### src/rtl/ucie_ctl_pkg.sv
// Shared UCIe controller definitions: RDI link-state encoding, TX FSM states, parity helper.
// Used by ucie_ctl_tx_fdi_to_rdi (optional parity build via UCIE_CTL_TX_PARITY_EN).
package ucie_ctl_pkg;

    typedef enum logic [3:0] {
        RESET     = 4'b0000,
        ACTIVE    = 4'b0001,
        LINKERROR = 4'b1010,
        RETRAIN   = 4'b1011
    } link_state_e;

    typedef enum logic [1:0] {
        S_IDLE   = 2'd0,
        S_ACTIVE = 2'd1,
        S_HOLD   = 2'd2,
        S_FLUSH  = 2'd3
    } tx_state_e;

    // Even parity bit: set when the byte has an odd number of ones.
    function automatic logic byte_parity(input logic [7:0] b);
        return ^b;
    endfunction

endpackage

### src/rtl/ucie_ctl_tx_fdi_to_rdi_if.sv
// FDI/RDI transmit-side signal bundle; the datapath uses the slave modport.
// With UCIE_CTL_TX_PARITY_EN defined an extra per-byte parity output is carried.
interface ucie_ctl_tx_fdi_to_rdi_if #(
    parameter int NBYTES = 8,
    parameter int DEPTH  = 4
);
    localparam int CW = $clog2(DEPTH) + 1;

    logic [3:0]          i_rdi_pl_state_sts;
    logic                i_fdi_lp_valid;
    logic [NBYTES*8-1:0] i_fdi_lp_data;
    logic                o_fdi_pl_trdy;
    logic                o_rdi_lp_valid;
    logic                o_rdi_lp_irdy;
    logic [NBYTES*8-1:0] o_rdi_lp_data;
    logic                i_rdi_pl_trdy;
    logic [CW-1:0]       o_fifo_count;
    logic                o_overflow_detected;
`ifdef UCIE_CTL_TX_PARITY_EN
    logic [NBYTES-1:0]   o_rdi_lp_parity;
`endif

    modport slave (
        input  i_rdi_pl_state_sts, i_fdi_lp_valid, i_fdi_lp_data, i_rdi_pl_trdy,
        output o_fdi_pl_trdy, o_rdi_lp_valid, o_rdi_lp_irdy, o_rdi_lp_data,
               o_fifo_count, o_overflow_detected
`ifdef UCIE_CTL_TX_PARITY_EN
        , output o_rdi_lp_parity
`endif
    );

    modport master (
        output i_rdi_pl_state_sts, i_fdi_lp_valid, i_fdi_lp_data, i_rdi_pl_trdy,
        input  o_fdi_pl_trdy, o_rdi_lp_valid, o_rdi_lp_irdy, o_rdi_lp_data,
               o_fifo_count, o_overflow_detected
`ifdef UCIE_CTL_TX_PARITY_EN
        , input o_rdi_lp_parity
`endif
    );

endinterface

### src/rtl/ucie_ctl_tx_fifo.sv
// Synchronous show-ahead FIFO with wrap-bit pointers and a synchronous flush.
// Head word reads as zero while empty; storage itself is never reset.
module ucie_ctl_tx_fifo #(
    parameter int WIDTH = 64,
    parameter int DEPTH = 4,
    localparam int AW   = $clog2(DEPTH)
) (
    input  logic             clk,
    input  logic             rst_n,
    input  logic             flush,
    input  logic             wr_en,
    input  logic [WIDTH-1:0] wr_data,
    input  logic             rd_en,
    output logic [WIDTH-1:0] rd_data,
    output logic             full,
    output logic             empty,
    output logic [AW:0]      count
);
    logic [AW:0]      wr_ptr_r;
    logic [AW:0]      rd_ptr_r;
    logic [WIDTH-1:0] mem_r [DEPTH];
    logic             wr_ok_s;
    logic             rd_ok_s;

    assign full    = (wr_ptr_r[AW] != rd_ptr_r[AW]) && (wr_ptr_r[AW-1:0] == rd_ptr_r[AW-1:0]);
    assign empty   = (wr_ptr_r == rd_ptr_r);
    assign count   = wr_ptr_r - rd_ptr_r;
    assign wr_ok_s = wr_en && !full;
    assign rd_ok_s = rd_en && !empty;
    assign rd_data = empty ? {WIDTH{1'b0}} : mem_r[rd_ptr_r[AW-1:0]];

    // Pointer update; flush discards all buffered entries.
    always_ff @(posedge clk) begin
        if (!rst_n || flush) begin
            wr_ptr_r <= {(AW+1){1'b0}};
            rd_ptr_r <= {(AW+1){1'b0}};
        end else begin
            if (wr_ok_s) wr_ptr_r <= wr_ptr_r + {{AW{1'b0}}, 1'b1};
            if (rd_ok_s) rd_ptr_r <= rd_ptr_r + {{AW{1'b0}}, 1'b1};
        end
    end

    // Storage write.
    always_ff @(posedge clk) begin
        if (wr_ok_s) mem_r[wr_ptr_r[AW-1:0]] <= wr_data;
    end

endmodule

### src/rtl/ucie_ctl_tx_fdi_to_rdi.sv
// UCIe TX datapath FDI -> RDI: buffers protocol flits and forwards them under link-state gating.
// Define UCIE_CTL_TX_PARITY_EN to store and emit per-byte even parity alongside the data.
module ucie_ctl_tx_fdi_to_rdi
    import ucie_ctl_pkg::*;
#(
    parameter int NBYTES = 8,
    parameter int DEPTH  = 4
) (
    input logic                     i_clk,
    input logic                     i_rst_n,
    ucie_ctl_tx_fdi_to_rdi_if.slave bus
);
    localparam int DW = NBYTES * 8;
`ifdef UCIE_CTL_TX_PARITY_EN
    localparam int SW = NBYTES * 9;
`else
    localparam int SW = DW;
`endif
    localparam int CW = $clog2(DEPTH) + 1;

    tx_state_e     state_r;
    tx_state_e     state_next_s;
    logic          active_s;
    logic          full_s;
    logic          empty_s;
    logic          trdy_s;
    logic          valid_s;
    logic          wr_en_s;
    logic          rd_en_s;
    logic          flush_s;
    logic          overflow_r;
    logic [SW-1:0] wr_word_s;
    logic [SW-1:0] rd_word_s;
    logic [CW-1:0] count_s;

    // FSM state register.
    always_ff @(posedge i_clk) begin
        if (!i_rst_n) state_r <= S_IDLE;
        else          state_r <= state_next_s;
    end

    // Next state from the sampled link state; non-Active, non-fatal states park in HOLD.
    always_comb begin
        state_next_s = state_r;
        case (state_r)
            S_IDLE: begin
                if (bus.i_rdi_pl_state_sts == ACTIVE) state_next_s = S_ACTIVE;
                else                                  state_next_s = S_IDLE;
            end
            S_ACTIVE, S_HOLD: begin
                if (bus.i_rdi_pl_state_sts == ACTIVE)
                    state_next_s = S_ACTIVE;
                else if ((bus.i_rdi_pl_state_sts == LINKERROR) || (bus.i_rdi_pl_state_sts == RESET))
                    state_next_s = S_FLUSH;
                else
                    state_next_s = S_HOLD;
            end
            S_FLUSH: state_next_s = S_IDLE;
            default: state_next_s = S_IDLE;
        endcase
    end

    assign active_s = (state_r == S_ACTIVE);
    assign flush_s  = (state_r == S_FLUSH);
    assign trdy_s   = active_s && !full_s;
    assign valid_s  = active_s && !empty_s;
    assign wr_en_s  = bus.i_fdi_lp_valid && trdy_s;
    assign rd_en_s  = valid_s && bus.i_rdi_pl_trdy;

    // Sticky overflow: a beat offered while full in ACTIVE is dropped.
    always_ff @(posedge i_clk) begin
        if (!i_rst_n)                                         overflow_r <= 1'b0;
        else if (bus.i_fdi_lp_valid && full_s && active_s)    overflow_r <= 1'b1;
    end

`ifdef UCIE_CTL_TX_PARITY_EN
    logic [NBYTES-1:0] wr_par_s;

    // Parity computed once at write time and stored with the data.
    always_comb begin
        wr_par_s = {NBYTES{1'b0}};
        for (int b = 0; b < NBYTES; b++) begin
            wr_par_s[b] = byte_parity(bus.i_fdi_lp_data[b*8 +: 8]);
        end
    end
    assign wr_word_s           = {wr_par_s, bus.i_fdi_lp_data};
    assign bus.o_rdi_lp_parity = rd_word_s[SW-1:DW];
`else
    assign wr_word_s = bus.i_fdi_lp_data;
`endif

    ucie_ctl_tx_fifo #(
        .WIDTH (SW),
        .DEPTH (DEPTH)
    ) u_fifo (
        .clk     (i_clk),
        .rst_n   (i_rst_n),
        .flush   (flush_s),
        .wr_en   (wr_en_s),
        .wr_data (wr_word_s),
        .rd_en   (rd_en_s),
        .rd_data (rd_word_s),
        .full    (full_s),
        .empty   (empty_s),
        .count   (count_s)
    );

    assign bus.o_fdi_pl_trdy       = trdy_s;
    assign bus.o_rdi_lp_valid      = valid_s;
    assign bus.o_rdi_lp_irdy       = valid_s;
    assign bus.o_rdi_lp_data       = rd_word_s[DW-1:0];
    assign bus.o_fifo_count        = count_s;
    assign bus.o_overflow_detected = overflow_r;

endmodule

### src/flat_wrapper.sv
// flat-port wrapper written by rule: the top's interface ports become plain ports
module ucie_ctl_tx_fdi_to_rdi_flat import ucie_ctl_pkg::*;
#(
    parameter int NBYTES = 8,
    parameter int DEPTH  = 4
)
  (i_clk, i_rst_n, bus_i_rdi_pl_state_sts, bus_i_fdi_lp_valid, bus_i_fdi_lp_data, bus_i_rdi_pl_trdy, bus_o_fdi_pl_trdy, bus_o_rdi_lp_valid, bus_o_rdi_lp_irdy, bus_o_rdi_lp_data, bus_o_fifo_count, bus_o_overflow_detected);
  ucie_ctl_tx_fdi_to_rdi_if #(.NBYTES(NBYTES), .DEPTH(DEPTH)) bus_i ();
  input logic i_clk;
  input logic i_rst_n;
  input wire logic [$bits(bus_i.i_rdi_pl_state_sts)-1:0] bus_i_rdi_pl_state_sts;
  input wire logic [$bits(bus_i.i_fdi_lp_valid)-1:0] bus_i_fdi_lp_valid;
  input wire logic [$bits(bus_i.i_fdi_lp_data)-1:0] bus_i_fdi_lp_data;
  input wire logic [$bits(bus_i.i_rdi_pl_trdy)-1:0] bus_i_rdi_pl_trdy;
  output wire logic [$bits(bus_i.o_fdi_pl_trdy)-1:0] bus_o_fdi_pl_trdy;
  output wire logic [$bits(bus_i.o_rdi_lp_valid)-1:0] bus_o_rdi_lp_valid;
  output wire logic [$bits(bus_i.o_rdi_lp_irdy)-1:0] bus_o_rdi_lp_irdy;
  output wire logic [$bits(bus_i.o_rdi_lp_data)-1:0] bus_o_rdi_lp_data;
  output wire logic [$bits(bus_i.o_fifo_count)-1:0] bus_o_fifo_count;
  output wire logic [$bits(bus_i.o_overflow_detected)-1:0] bus_o_overflow_detected;
  assign bus_i.i_rdi_pl_state_sts = bus_i_rdi_pl_state_sts;
  assign bus_i.i_fdi_lp_valid = bus_i_fdi_lp_valid;
  assign bus_i.i_fdi_lp_data = bus_i_fdi_lp_data;
  assign bus_i.i_rdi_pl_trdy = bus_i_rdi_pl_trdy;
  assign bus_o_fdi_pl_trdy = bus_i.o_fdi_pl_trdy;
  assign bus_o_rdi_lp_valid = bus_i.o_rdi_lp_valid;
  assign bus_o_rdi_lp_irdy = bus_i.o_rdi_lp_irdy;
  assign bus_o_rdi_lp_data = bus_i.o_rdi_lp_data;
  assign bus_o_fifo_count = bus_i.o_fifo_count;
  assign bus_o_overflow_detected = bus_i.o_overflow_detected;
  ucie_ctl_tx_fdi_to_rdi #(.NBYTES(NBYTES), .DEPTH(DEPTH)) u_core (.i_clk(i_clk), .i_rst_n(i_rst_n), .bus(bus_i));
endmodule
### config.mk
export PLATFORM = sky130hd
export DESIGN_NAME = ucie_ctl_tx_fdi_to_rdi_flat
export DESIGN_NICKNAME = d
export VERILOG_FILES = /design/src/rtl/ucie_ctl_pkg.sv /design/src/rtl/ucie_ctl_tx_fdi_to_rdi_if.sv /design/src/rtl/ucie_ctl_tx_fifo.sv /design/src/rtl/ucie_ctl_tx_fdi_to_rdi.sv /design/src/flat_wrapper.sv
export SDC_FILE = /design/constraint.sdc
export NUM_CORES = 1
export LEC_CHECK = 0
export ABC_AREA = 0
export ABC_CLOCK_PERIOD_IN_PS = 5000
export BUFFER_PORTS_ARGS = -buffer_cell sky130_fd_sc_hd__buf_2
export CELL_PAD_IN_SITES_DETAIL_PLACEMENT = 0
export CELL_PAD_IN_SITES_GLOBAL_PLACEMENT = 2
export CORE_MARGIN = 2
export CORE_UTILIZATION = 40
export CTS_CLUSTER_SIZE = 8
export DETAILED_ROUTE_END_ITERATION = 12
export HOLD_SLACK_MARGIN = 0.15
export PLACE_DENSITY = 0.87
export SKIP_CTS_REPAIR_TIMING = 1
export SLEW_MARGIN = 20
export SYNTH_ARGS = -nofsm -noshare
export SYNTH_HDL_FRONTEND = slang
export SYNTH_SLANG_ARGS = --single-unit
### constraint.sdc
create_clock -name i_clk -period 5 [get_ports i_clk]
set_clock_uncertainty 0.2 [all_clocks]
set_input_delay 0.5 -clock i_clk [delete_from_list [all_inputs] [get_ports i_clk]]
set_output_delay 0.5 -clock i_clk [all_outputs]
set_load 0.05 [all_outputs]
==> reports/metrics.csv <==
metric,value,unit
status,completed,
netlist_top_cells_area,"edfxtp_1 (74%), mux4_2 (13%), nor2b_1 (4.0%), dfxtp_1 (2.1%), buf_6 (1.4%)",
max_freq,278.2,MHz
pwr-share-clk,47.1,%
cts_max_path_buffers,3,
io_buffers,142,
end_kind,output port,
worst_ir_drop_vdd,0.2320,mV
cts_inserted_buffers,39,
num_io_pins,143,
die-area,0.02742,sq mm
grt_max_degree,65,
drive_above_1_share,35.49,%
syn_nets,565,
clk-insertion-delay-late,0.49,ns
drc,0,
placed_cell_area,0.01149,sq mm
ys_seq_area_share,75.72,%
antenna_found_initial,0,
relSlewSlack,30.35,%
final-setup-viol-count,0,
p_leak,4.571,nW
syn_area,0.01044,sq mm
n_antenna_cell,0,
crit_chain,inv_1 > ha_1 > nand2_1 > nor2_4 > buf_4 > nor2b_1 > buf_2,
critical-path-max-stage-delay,0.49,ns
critPathArrivalTime,2.89,ns
yosysWarnings,0,
final_nets,797,
p_sw,909.4,uW
drt-initial-drc-count,383,
synth_edf_count,256,
path_clk_slew,0.05,ns
num_vias,5329,
fin_area,0.01322,sq mm
syn_to_final_growth,26.55,%
startpoint_type,register,
ys_seq_elements,267,
worstRegToRegCells,4,
yosys.area.top_type,edfxtp_1,
p_int,3.976,mW
cp.required,4.30,ns
hp-start,bus_i_rdi_pl_state_sts[0],
cts_tree,done,
path_buf_inv,3,
critical_path_class,reg2out,
cp_max_fo,26,
place_worst_setup_slack,1.866,ns
dp_hpwl,11360,um
die_w,165.6,um
reg2reg_slack,2.03,ns
min_path_cells,3,
synth_flop_cell,edfxtp_1,
root_buffer,clkbuf_16,
hold_end,u_core.state_r[1],
first_pass_iters,6,
r2r-end,u_core.u_fifo.mem_r[2][36],
async_reset_ff_share,0,%
fin_crit_sh,71.90,%
crit_family,buffers and inverters,
antenna_left,0,
tightest_slew,1.045,ns
core_area,0.02584,sq mm
cts_sinks,267,
slew_viol_final,0,
swShare,18.62,%
place_congestion,0.7530,
rows,59,
fill_cells,2091,
p_comb_share,2.6,%
fin_ws,1.405,ns
period_minus_slack,3.595,ns
hold_ws,0.1513,ns
hold_violations,0,
fp.dieH,165.6,um
rsz0062_at_grt,no,
power_frac_seq,50.3,%
p_per_area,369.6,mW/mm^2
wire_per_inst,19.29,um
grt_use_total,14.44,%
hold_class,in2reg,
maxCapViolCount,0,
grt_pass1_vias,5570,
synth.top_cell.area_share,73.61,%
synthesis.instances,482,
wl,20490,um
overflow,0,
drt-vias-per-instance,5.018,
synth.avg_cell_area,21.67,sq um
grt_pass1_wl,29920,um
timing.rr.start,u_core.u_fifo.wr_ptr_r[0],
h-tree-depth,2,
yosysUniqueCellTypes,30,
finalSetupTns,0,ns
start_util,40.42,%
critPathSlowestCell,nor2_4,
## power groups by stage
stage,Sequential [mW],Clock (mW),Combinational (mW)
2_1_floorplan,2.50,0,0.0295
6_report,2.46,2.30,0.127
3_5_place_dp,2.50,0,0.0862
5_1_grt,2.46,2.43,0.138
4_1_cts,2.46,2.35,0.0865
3_3_place_gp,2.50,0,0.0798
## through the flow
step	util (%)	total power [mW]	cells
after floorplan	-	2.531	482
after global placement	44.37	2.579	941
after detailed placement	44.48	2.586	942
after CTS	48.60	4.896	996
after global routing	51.15	5.026	1062
final	51.15	4.885	1062
## logic make-up after synthesis
kind of cell	Yosys count	synth area share, %
XOR/XNOR	3	0.3235
flip-flops	267	75.72
adder cells (fa/ha/maj)	11	1.390
AO/OA/AOI/OAI	8	0.5751
buffers and inverters	31	2.168
AND/OR/NAND/NOR	90	5.116
multiplexers	72	14.71
## sequential cells by signal (all words and copies together) (netlist names), named ones only
name,cells
u_core.u_fifo.mem_r,256
u_core.u_fifo.rd_ptr_r,3
u_core.bus.o_overflow_detected,1
u_core.u_fifo.wr_ptr_r,3
u_core.state_r,2
## how the worst max path moves through the flow
stage,start,endpoint,depth (start not counted)
5_1_grt,u_core.u_fifo.wr_ptr_r[0],bus_o_rdi_lp_data[61],7
4_1_cts,u_core.u_fifo.wr_ptr_r[0],bus_o_rdi_lp_data[5],7
3_5_place_dp,u_core.u_fifo.wr_ptr_r[0],bus_o_rdi_lp_data[5],7
6_report,u_core.u_fifo.wr_ptr_r[0],bus_o_rdi_lp_data[5],7
2_1_floorplan,u_core.u_fifo.wr_ptr_r[0],u_core.u_fifo.mem_r[3][0],3
3_3_place_gp,register,bus_o_rdi_lp_data[55],4
## cells in the mapped netlist (all sizes together), types with 2 or more instances
| cell type | number |
|---|---|
| clkbuf | 3 |
| xnor2 | 2 |
| nand3 | 2 |
| buf | 20 |
| ha | 10 |
| mux2i | 8 |
| dfxtp | 11 |
| nor2b | 66 |
| nand2b | 3 |
| o21a | 2 |
| a31oi | 3 |
| and2 | 3 |
| nand2 | 11 |
| edfxtp | 256 |
| inv | 8 |
| mux4 | 64 |
## layout make-up
type	count	area, sq um	area share [%]
flip-flops and latches	267	7915	59.89
multi-input cells	184	2340	17.70
repair buffers	214	1449	10.96
clock buffers	52	1025	7.753
well taps	335	419.2	3.171
clock inverters	2	38.79	0.2935
inverters	8	30.03	0.2272
## tightest hold or removal path, stage by stage
cell,delay [ns]
buf_2,0.12
inv_1,0.05
o311a_1,0.15
## cell usage in the layout, fill, tap and decap left out, types with 9 or more instances in the layout
master	count
nor2b_1	66
clkbuf_16	39
edfxtp_1	256
dfxtp_1	9
dlygate4sd3_1	66
mux4_2	60
ha_1	10
clkbuf_1	13
buf_2	142
nand2_1	11
## metal layers
| metal | part of all wire [%] | global-route usage, % | routed length, um | up-vias |
|---|---|---|---|---|
| met3 | 5.8 | 3.347 | 1195 | 35 |
| met4 | 1.9 | 4.193 | 381 | 0 |
| li1 | - | - | - | 2391 |
| met1 | 41 | 18.32 | 8498 | 2748 |
| met2 | 51 | 24.88 | 10420 | 155 |
| met5 | 0 | 0 | 0 | - |
Note: power is estimated with default switching activity, not from simulation.
